File: src/rtl/mips_defs.sv
`default_nettype none
// ============================================================================
// Package     : mips_defs
// Description : Shared constants and the store-buffer entry layout used by
//               the MEM-stage store buffer and its forwarding selector.
// Revision    : 1.0 - initial store buffer support
// ============================================================================
package mips_defs;

  // Default number of store-buffer entries (power of two, >= 2)
  localparam int SB_DEPTH = 4;

  // Byte-address width of the data side
  localparam int SB_AW = 32;

  // Byte lanes per data word
  localparam int SB_BE_W = 4;

  // One buffered store: word-granular address, lane-aligned data,
  // per-lane byte enables and the PC of the (latest) store for logging.
  typedef struct packed {
    logic [SB_AW-3:0]   word_addr;
    logic [31:0]        data;
    logic [SB_BE_W-1:0] be;
    logic [31:0]        pc;
  } sb_entry_t;

endpackage : mips_defs
`default_nettype wire

File: src/rtl/sb_fwd_sel.sv
`default_nettype none
// ============================================================================
// Module      : sb_fwd_sel
// Description : Per-lane youngest-match selection over the store-buffer
//               entries. Entries are walked oldest to youngest (starting at
//               head, for count entries), so a later match overrides an
//               earlier one and the youngest store supplies each byte.
// Revision    : 1.0 - initial release
// ============================================================================
module sb_fwd_sel
  import mips_defs::*;
#(
  parameter int DEPTH = SB_DEPTH
) (
  input  sb_entry_t                   entries [DEPTH],
  input  logic [$clog2(DEPTH)-1:0]    head,
  input  logic [$clog2(DEPTH):0]      count,
  input  logic [SB_AW-3:0]            ld_word_addr,
  output logic [31:0]                 fwd_data,
  output logic [SB_BE_W-1:0]          fwd_mask
);

  localparam int c_PTR_W = $clog2(DEPTH);

  // Only address/data/be take part in forwarding; the PC travels with the
  // entry for the drain side.
  logic w_pc_unused;

  // Fold the PC fields so they are visibly consumed
  always_comb begin
    w_pc_unused = 1'b0;
    for (int k = 0; k < DEPTH; k++) begin
      w_pc_unused = w_pc_unused ^ (^entries[k].pc);
    end
  end

  for (genvar gi = 0; gi < SB_BE_W; gi++) begin : g_lane
    logic               w_hit;
    logic [7:0]         w_byte;
    logic [c_PTR_W-1:0] w_idx;

    // Walk valid entries by age; the last match seen is the youngest
    always_comb begin
      w_hit  = 1'b0;
      w_byte = 8'h00;
      w_idx  = head;
      for (int k = 0; k < DEPTH; k++) begin
        w_idx = head + c_PTR_W'(k);
        if ((c_PTR_W+1)'(k) < count) begin
          if ((entries[w_idx].word_addr == ld_word_addr) && entries[w_idx].be[gi]) begin
            w_hit  = 1'b1;
            w_byte = entries[w_idx].data[8*gi +: 8];
          end
        end
      end
    end

    assign fwd_mask[gi]         = w_hit;
    assign fwd_data[8*gi +: 8]  = w_byte;
  end

endmodule : sb_fwd_sel
`default_nettype wire

File: src/rtl/store_buffer.sv
`default_nettype none
// ============================================================================
// Module      : store_buffer
// Description : Circular store buffer between the MEM-stage pipeline register
//               and the data memory. Coalesces same-word stores into the
//               youngest entry, drains one entry per cycle and forwards
//               pending bytes to MEM-stage loads.
// Revision    : 1.0 - initial release
// ============================================================================
module store_buffer
  import mips_defs::*;
#(
  parameter int DEPTH = SB_DEPTH,
  // The entry layout comes from the package, so AW must equal SB_AW.
  parameter int AW    = SB_AW
) (
  input  logic                clk,
  input  logic                reset,
  // MEM-stage store port
  input  logic                st_valid,
  input  logic [AW-1:0]       st_addr,
  input  logic [31:0]         st_data,
  input  logic [SB_BE_W-1:0]  st_be,
  input  logic [31:0]         st_pc,
  output logic                st_stall,
  // MEM-stage load forwarding
  input  logic [AW-1:0]       ld_addr,
  output logic [31:0]         ld_fwd_data,
  output logic [SB_BE_W-1:0]  ld_fwd_mask,
  // Data-memory drain port
  output logic                dm_we,
  output logic [AW-1:0]       dm_addr,
  output logic [31:0]         dm_wd,
  output logic [SB_BE_W-1:0]  dm_be,
  output logic [31:0]         dm_pc,
  input  logic                dm_ready,
  output logic                empty
);

  localparam int                 c_PTR_W   = $clog2(DEPTH);
  localparam logic [c_PTR_W-1:0] c_PTR_ONE = c_PTR_W'(1);
  localparam logic [c_PTR_W:0]   c_CNT_ONE = (c_PTR_W+1)'(1);
  localparam logic [c_PTR_W:0]   c_CNT_MAX = (c_PTR_W+1)'(DEPTH);

  // Pointer / occupancy state
  logic [c_PTR_W-1:0] r_head;
  logic [c_PTR_W-1:0] r_tail;
  logic [c_PTR_W:0]   r_count;

  // Entry storage (contents are don't-care while not counted as valid)
  sb_entry_t          r_entries [DEPTH];

  logic [SB_AW-3:0]   w_st_waddr;
  logic [SB_AW-3:0]   w_ld_waddr;
  logic [c_PTR_W-1:0] w_young;
  sb_entry_t          w_young_entry;
  sb_entry_t          w_head_entry;
  sb_entry_t          w_new_entry;
  logic [31:0]        w_coal_data;
  logic               w_full;
  logic               w_nonempty;
  logic               w_deq;
  logic               w_st_acc;
  logic               w_coal;
  logic               w_enq;
  logic               w_unused;

  // Byte-offset bits are irrelevant: lanes are selected by byte enables
  assign w_unused = ^{st_addr[1:0], ld_addr[1:0]};

  assign w_st_waddr    = st_addr[AW-1:2];
  assign w_ld_waddr    = ld_addr[AW-1:2];
  assign w_young       = r_tail - c_PTR_ONE;
  assign w_young_entry = r_entries[w_young];
  assign w_head_entry  = r_entries[r_head];

  assign w_full     = (r_count == c_CNT_MAX);
  assign w_nonempty = (r_count != '0);
  assign w_deq      = w_nonempty && dm_ready;
  assign w_st_acc   = st_valid && !w_full;

  // Merge into the youngest entry unless it is the sole entry leaving now
  assign w_coal = w_st_acc && w_nonempty &&
                  (w_young_entry.word_addr == w_st_waddr) &&
                  !((r_count == c_CNT_ONE) && w_deq);
  assign w_enq  = w_st_acc && !w_coal;

  // Lane-wise merge of the incoming store over the youngest entry's data
  for (genvar gi = 0; gi < SB_BE_W; gi++) begin : g_coal_lane
    assign w_coal_data[8*gi +: 8] = st_be[gi] ? st_data[8*gi +: 8]
                                              : w_young_entry.data[8*gi +: 8];
  end

  // Assemble a fresh entry from the incoming store
  always_comb begin
    w_new_entry           = '0;
    w_new_entry.word_addr = w_st_waddr;
    w_new_entry.data      = st_data;
    w_new_entry.be        = st_be;
    w_new_entry.pc        = st_pc;
  end

  // Advance head/tail and track occupancy; reset discards everything
  always_ff @(posedge clk or posedge reset) begin
    if (reset) begin
      r_head  <= '0;
      r_tail  <= '0;
      r_count <= '0;
    end else begin
      if (w_enq) begin
        r_tail <= r_tail + c_PTR_ONE;
      end
      if (w_deq) begin
        r_head <= r_head + c_PTR_ONE;
      end
      case ({w_enq, w_deq})
        2'b10:   r_count <= r_count + c_CNT_ONE;
        2'b01:   r_count <= r_count - c_CNT_ONE;
        default: r_count <= r_count;
      endcase
    end
  end

  // Write a new entry at the tail, or merge into the youngest entry
  always_ff @(posedge clk) begin
    if (w_enq) begin
      r_entries[r_tail] <= w_new_entry;
    end else if (w_coal) begin
      r_entries[w_young].data <= w_coal_data;
      r_entries[w_young].be   <= w_young_entry.be | st_be;
      r_entries[w_young].pc   <= st_pc;
    end
  end

  // Drain port presents the head entry whenever anything is held
  assign dm_we    = w_nonempty;
  assign dm_addr  = {w_head_entry.word_addr, 2'b00};
  assign dm_wd    = w_head_entry.data;
  assign dm_be    = w_head_entry.be;
  assign dm_pc    = w_head_entry.pc;
  assign st_stall = w_full;
  assign empty    = !w_nonempty;

  sb_fwd_sel #(
    .DEPTH (DEPTH)
  ) u_fwd_sel (
    .entries      (r_entries),
    .head         (r_head),
    .count        (r_count),
    .ld_word_addr (w_ld_waddr),
    .fwd_data     (ld_fwd_data),
    .fwd_mask     (ld_fwd_mask)
  );

endmodule : store_buffer
`default_nettype wire

File: config.mk
export PLATFORM = sky130hd
export DESIGN_NAME = store_buffer
export DESIGN_NICKNAME = d
export VERILOG_FILES = /design/src/rtl/mips_defs.sv /design/src/rtl/sb_fwd_sel.sv /design/src/rtl/store_buffer.sv
export SDC_FILE = /design/constraint.sdc
export NUM_CORES = 1
export LEC_CHECK = 0
export ABC_CLOCK_PERIOD_IN_PS = 9900
export BUFFER_PORTS_ARGS = -buffer_cell sky130_fd_sc_hd__buf_2
export CAP_MARGIN = 10
export CORE_ASPECT_RATIO = 0.5
export CORE_MARGIN = 3
export CORE_UTILIZATION = 25
export CTS_BUF_LIST = sky130_fd_sc_hd__clkbuf_4 sky130_fd_sc_hd__clkbuf_8
export DETAILED_ROUTE_END_ITERATION = 10
export SYNTH_ARGS = -nofsm -noshare
export SYNTH_HDL_FRONTEND = slang
export SYNTH_SLANG_ARGS = --single-unit
File: constraint.sdc
create_clock -name clk -period 9.9 [get_ports clk]
set_input_delay 0.495 -clock clk [delete_from_list [all_inputs] [get_ports clk]]
set_output_delay 0.495 -clock clk [all_outputs]
set_load 0.02 [all_outputs]
==> metrics, run 1 <==
status complete, no violations; largest net degree at the start of global routing 144; Slew @ Worst Pin between 1 and 1.5 ns; multiplexer area fraction after synthesis 0.244; Post-Place Cells 3959; worst endpoint required time 9.41 ns; area growth from synthesis to layout 14.7%; Initial Util 0.255; switching share of power 0.459; nets 2707; Yosys cell types 88; Slew HR 0.245; Area after DPL 30300 sq um; placed wire-length estimate 62.0 mm; NetSw 4.63 mW; Reg2Reg Depth 12; core area about 110000 sq um; GP Congestion 0.927; #FFs+latches synth 399; Synth Warn # 0; Fin Setup TNS 0 ns; Root Driver clkbuf_8; Max-Cap Viols 0; endpoints failing setup 0; clock skew 0.0518 ns; Post-Synth Simple-Gate Area 0.142; depth of the CTS H-tree 3; final worst setup slack between 3 and 4 ns; clock sinks 399; via count 21400; Routed met2 length 48.4 mm; proportion of layout cells with a drive suffix above 1 0.269; commonest non-fill, non-tap cell in the layout edfxtp_1; DP Worst Slack ~3.3 ns; Cells on Worst Hold Path 2; DR WL/cell 23.0 um; TritonRoute pass-1 iters 5; DRC 0; vias in the first global route between 20000 and 25000; DR top layer met5; post-synthesis sequential area ratio 0.430; Tmin final a little under 7 ns; Layout Cells excl Fill 4111; Core Rows 85; PostCTS Resize Cnt 0; Synth Area per Inst between 10 and 15 sq um; adder-cell share of the synthesized area 0.00585; Hold Slack 0.137 ns; RSZ-0062 raised after global routing false; Synth Cell Area approximately 28000 sq um; power share of the combinational group 0.570; Clock Power Share 0.161; Async SR Flop Fraction 0.0175; worst-path cell chain buf_4 -> mux4_2 -> xnor2_1 -> nand4_1 -> a211oi_1 -> nand2b_1 -> a2111oi_4 -> or2_2 -> nor4_1 -> a211oi_1 -> buf_2; PD cells between 300 and 400 nW/um^2; Vias/cell 5.20; CP Launch Type flop; Syn Inst Count 2385; total CTS buffers 75; Met1 Wirelength 35.8 mm; Design Area, Final 31900 sq um; global-route wire length before repair 139 mm; Final Hold Fails 0; Max Slew Vio Count 0; area fraction in compound gates after synthesis 0.0842; fmax between 100 and 150 MHz; WL met3 5.47 mm; Die Area 115000 sq um; CP max stage delay 0.92 ns; Ports 275; Int Power ~5.4 mW; critical path's most frequent cell a211oi_1; Slowest cell on crit path dfrtp_4; Tot GR Track Use 0.157; Worst-path clk slew 0.06 ns; most frequent cells in the layout edfxtp_1, buf_2, mux2i_1, nand2_1, o21ai_0; IO buf count 268; final core occ 0.293; Post-synth EDFFs approximately 400; CTS tree done; grt total ovfl 0; post-synthesis xor/xnor area fraction 0.0530; Die Span X 477 um; initial drt markers between 1500 and 2000; crit-path max FO around 50; Total Wirelength 94.4 mm; initial antenna violation count 32; Tcrit/Tclk final 0.697; Hold Crit Class in2reg; Longest Clk Path Bufs 3; Primary FF master, synth edfxtp_1; worst vdd ir 0.240 mV; Setup Crit Path Kind reg2out; Routed Antenna Nets 0; Die Height roughly 240 um; main combinational cell family by area after synthesis multiplexers; Critical Path End Type output pin; P_leak 11.6 nW; clock latency on the worst-skew pair slightly below 0.7 ns; Worst Path Arrival 6.40 ns; Pwr Total 10.1 mW; Reg power frac 0.269
[worst max-delay path, delay by kind of cell, from the launching register on]
| family | cells | cell delay (ns) |
|---|---|---|
| xor gates and xnor gates | 1 | 0.31 |
| buffers and inverters | 2 | 0.79 |
| AOI/OAI and AO/OA | 3 | 1.93 |
| and+or+nand+nor | 4 | 1.15 |
| muxes | 1 | 0.57 |
| DFF | 1 | 0.92 |
[Yosys cell counts, drive strengths merged, types with 10 or more instances]
cell type	number	area, sq um
nand3	29	145
a21oi	50	250
xnor2	141	1230
xor2	27	236
inv	26	97.6
nor2b	145	907
nor3	32	181
ha	13	163
o21ai	182	911
clkbuf	110	414
edfxtp	392	11800
and3	128	801
mux2i	217	2170
and2	10	62.6
mux4	166	3750
a221oi	10	87.6
nand2	206	773
nor4	20	183
nor2	95	362
buf	100	639
o221ai	15	131
a211oi	30	230
nand2b	13	81.3
o22ai	28	175
nand4	17	128
mux2	75	848
[cell families (layout without fill, tap and decap cells)]
| family | after synthesis | count (layout) |
|---|---|---|
| and+or+nand+nor | 735 | 735 |
| muxes | 458 | 458 |
| DFF | 399 | 399 |
| AOI/OAI and AO/OA | 374 | 374 |
| buffers and inverters | 237 | 467 |
| xor gates and xnor gates | 168 | 168 |
| adders and majority gates | 13 | 13 |
| other | 1 | 18 |
[power groups by stage]
stage	registers, mW	logic [mW]	clock network [mW]
2_1_floorplan	2.58	4.15	0
3_3_place_gp	2.71	5.65	0
3_5_place_dp	2.74	5.71	0
4_1_cts	2.71	5.74	1.64
5_1_grt	2.76	6.09	1.72
6_report	2.71	5.74	1.62
[cell type report]
class | instances | area, sq um
multi-input cells | 1750 | 14800
diodes | 16 | 40.0
clock inverters | 38 | 284
repair buffers | 305 | 1650
fillers | 11200 | 77000
well taps | 1479 | 1850
inverters | 27 | 104
flip-flops and latches | 399 | 12000
clock buffers | 97 | 1200
[final timing paths]
path	from	endpoint	slack (ns)
worst min register to register	r_count[1]	r_count[1]	0.58
worst max register to register	r_tail[0]	r_entries[329]	3.25
min in group asynchronous	reset	r_tail[0]	0.37
worst min-delay path	st_pc[31]	r_entries[227]	0.14
worst max-delay path	r_head[0]	ld_fwd_data[23]	3.00
max in group asynchronous	reset	r_head[1]	9.26
[registers in the layout, summed over array words and instances (netlist names)]
signal     flops
r_count        3
r_tail         2
r_head         2
r_entries    392
[metal layers]
| metal | GRT usage | vias to the layer above |
|---|---|---|
| met5 | 0 | - |
| met3 | 0.0235 | 225 |
| met4 | 0.0799 | 8 |
| met1 | 0.187 | 10800 |
| met2 | 0.274 | 895 |
| li1 | - | 9460 |
[repair_timing]
action	in CTS	in global routing
setup buffers	0	0
hold endpoints to repair	7	0
setup endpoints to repair	0	0
hold buffers	1	0
(Power assumes the default switching activity.)
==> run 2: changes to the inputs <==
- ABC_CLOCK_PERIOD_IN_PS: 9900 -> 6300
- clock period: 9.9 -> 6.3 ns (I/O delays scaled with it)
==> run 2 against run 1 <==
Compared with the run above: core utilization rose by 0.97 points; sequential power rose by 55%; power rose by 58%; via count rose by 0.97%; sequential share of layout area fell by 1.2 points; critical path type unchanged; largest cell class unchanged; largest power group unchanged.
==> metrics, run 2 (synthesis gave the netlist of run 1 again) <==
Die Span X 477 um (unchanged); GP Congestion 0.925 (was 0.927); Total Wirelength 96.1 mm (was 94.4 mm); crit path buf inv count 2 (unchanged); Max-Cap Viols 0 (unchanged); clock skew 0.0413 ns (was 0.0518 ns); Die Height 242 um (unchanged); area growth from synthesis to layout 18.5% (was 14.7%); CP Launch Type flop (unchanged); Vias/cell 5.12 (was 5.20); area of the multi-input gates 14800 sq um (about the same); worst vdd ir 0.407 mV (was 0.240 mV); Routed Antenna Nets 0 (unchanged); placed wire-length estimate 63.4 mm (was 62.0 mm); FF+latch area 12000 sq um (unchanged); crit-path max FO 43 (was 49); worst endpoint required time 5.98 ns (was 9.41 ns); Longest Clk Path Bufs 3 (unchanged); Initial Util 0.255 (unchanged); proportion of layout cells with a drive suffix above 1 0.265 (was 0.269); Filler cells 11200 (about the same); Slew @ Worst Pin 1.06 ns (was 1.12 ns); total CTS buffers 76 (was 75); DR WL/cell 22.8 um (was 23.0 um); DP Worst Slack 1.09 ns (was 3.29 ns); Int Power 8.64 mW (was 5.45 mW); vias in the first global route 21700 (was 21000); GR met1 Demand/Resource 0.188 (was 0.187); TritonRoute pass-1 iters 5 (unchanged); max FFs per register 392 (unchanged); Largest regs r_entries: 392 flops, r_count: 3 flops (unchanged); IO buf count 268 (unchanged); depth of the CTS H-tree 3 (unchanged); Tcrit/Tclk final 0.933; met3 Usage GRT 0.0314 (was 0.0235); switching share of power 0.457 (was 0.459); Worst-path clk slew 0.05 ns (was 0.06 ns); CP max stage delay 0.78 ns (was 0.92 ns); initial drt markers 1956 (was 1992); CTS tree done (unchanged); initial antenna violation count 16 (was 32); core area 109000 sq um (unchanged); NetSw 7.27 mW (was 4.63 mW); commonest non-fill, non-tap cell in the layout edfxtp_1 (unchanged); via count 21600 (was 21400); Slew HR 0.291 (was 0.245); Max Slew Vio Count 0 (unchanged); power share of the combinational group 0.581 (was 0.570); Critical Path End Type output pin (unchanged); PostCTS Resize Cnt 0 (unchanged); Setup Crit Path Kind reg2out (unchanged); Slowest cell on crit path dfrtp_4 (unchanged); grt total ovfl 0 (unchanged); Clock Power Share 0.156 (was 0.161); fmax 170 MHz; clock sinks 399 (unchanged); Die Area 115000 sq um (unchanged); met2 Use GR 0.280 (was 0.274); Hold Slack 0.0616 ns (was 0.137 ns); endpoints failing setup 0 (unchanged); Ports 275 (unchanged); Tmin final 5.88 ns; global-route wire length before repair 141 mm (was 139 mm); final worst setup slack 0.422 ns (was 3.00 ns); clock latency on the worst-skew pair 0.68 ns (was 0.69 ns); hold buffers post-CTS 94 (was 1); Tot GR Track Use 0.160 (was 0.157); DRC 0 (unchanged); largest net degree at the start of global routing 163 (was 144); most frequent cells in the layout edfxtp_1, buf_2, mux2i_1, nand2_1, o21ai_0 (unchanged); Root Driver clkbuf_8 (unchanged); nets 2820 (was 2707); RSZ-0062 raised after global routing false (unchanged); Worst Path Arrival 5.56 ns (was 6.40 ns); Fin Setup TNS 0 ns (unchanged); busiest grt layer met2 (unchanged); largest reg by FF count r_entries (unchanged); critical path's top delay family simple AND/OR/NAND/NOR gates (was compound AO/OA/AOI/OAI gates); P_leak 12.1 nW (was 11.6 nW); post-CTS setup buffers 0 (unchanged); worst-path cell chain buf_12 -> mux4_2 -> xor2_1 -> nor2_1 -> o211ai_1 -> nand2b_1 -> nor3_4 -> or2b_1 -> o221ai_1 -> a222oi_1 -> buf_2 (was buf_4 -> mux4_2 -> xnor2_1 -> nand4_1 -> a211oi_1 -> nand2b_1 -> a2111oi_4 -> or2_2 -> nor4_1 -> a211oi_1 -> buf_2); Reg power frac 0.263 (was 0.269); Hold Crit Class in2reg (unchanged); status complete, no violations (unchanged); Final Hold Fails 0 (unchanged); PD cells 483 nW/um^2 (was 316 nW/um^2); Core Rows 85 (unchanged)
==> run 2: layout make-up <==
type / instances / area share
clock inverter: 34 / 0.00555
clock buffer: 101 / 0.0378
tap: 1479 / 0.0562
multi-input combinational: 1750 / 0.450
timing repair buffer: 417 / 0.0841
sequential: 399 / 0.363
antenna: 7 / 0.000532
inverter: 27 / 0.00315
==> run 2: power groups by stage <==
stage                     Combinational [mW]  Clock (mW)  Sequential [mW]
after floorplan                         6.52           0             4.04
after global placement                  9.09           0             4.19
after detailed placement                9.17           0             4.22
after CTS                               9.27        2.53             4.17
after global routing                    9.83        2.64             4.25
final                                   9.24        2.48             4.19
==> run 2: path summary, 6_finish.rpt <==
check                       startpoint        endpoint  slack [ns]  cells after the start
max                          r_head[0]  ld_fwd_data[9]        0.42                     11
min                        st_addr[16]  r_entries[278]        0.06                      2
max reg2reg                  r_tail[1]   r_entries[99]        1.19                     11
min reg2reg                 r_count[0]      r_count[0]        0.59                      1
max in group asynchronous        reset       r_tail[0]        5.83                      3
min in group asynchronous        reset       r_tail[1]        0.19                      3
==> run 2: metal layers <==
metal,vias up,wire length [um]
met5,-,75
met4,12,3930
met3,211,6270
met2,806,48800
met1,10900,37000
li1,9680,-
==> run 2: worst reg2reg max path, delay by kind of cell (launching register included) <==
family | cells | cell delay [ns]
multiplexers | 1 | 0.45
buffers and inverters | 3 | 0.87
XOR/XNOR | 1 | 0.37
AO/OA/AOI/OAI | 2 | 0.31
flip-flops | 1 | 0.43
AND/OR/NAND/NOR | 3 | 1.58
adder cells (fa/ha/maj) | 1 | 0.67
==> run 2: per-stage QoR <==
| stage | util | power [mW] | cell area [sq um] | cells |
|---|---|---|---|---|
| 2_1_floorplan | - | 10.6 | 27800 | 2386 |
| 6_report | 0.302 | 15.9 | 32900 | 4214 |
| 5_1_grt | 0.302 | 16.7 | 32900 | 4214 |
| 4_1_cts | 0.302 | 16.0 | 32900 | 4207 |
| 3_3_place_gp | 0.280 | 13.3 | 30500 | 3978 |
| 3_5_place_dp | 0.280 | 13.4 | 30500 | 3978 |
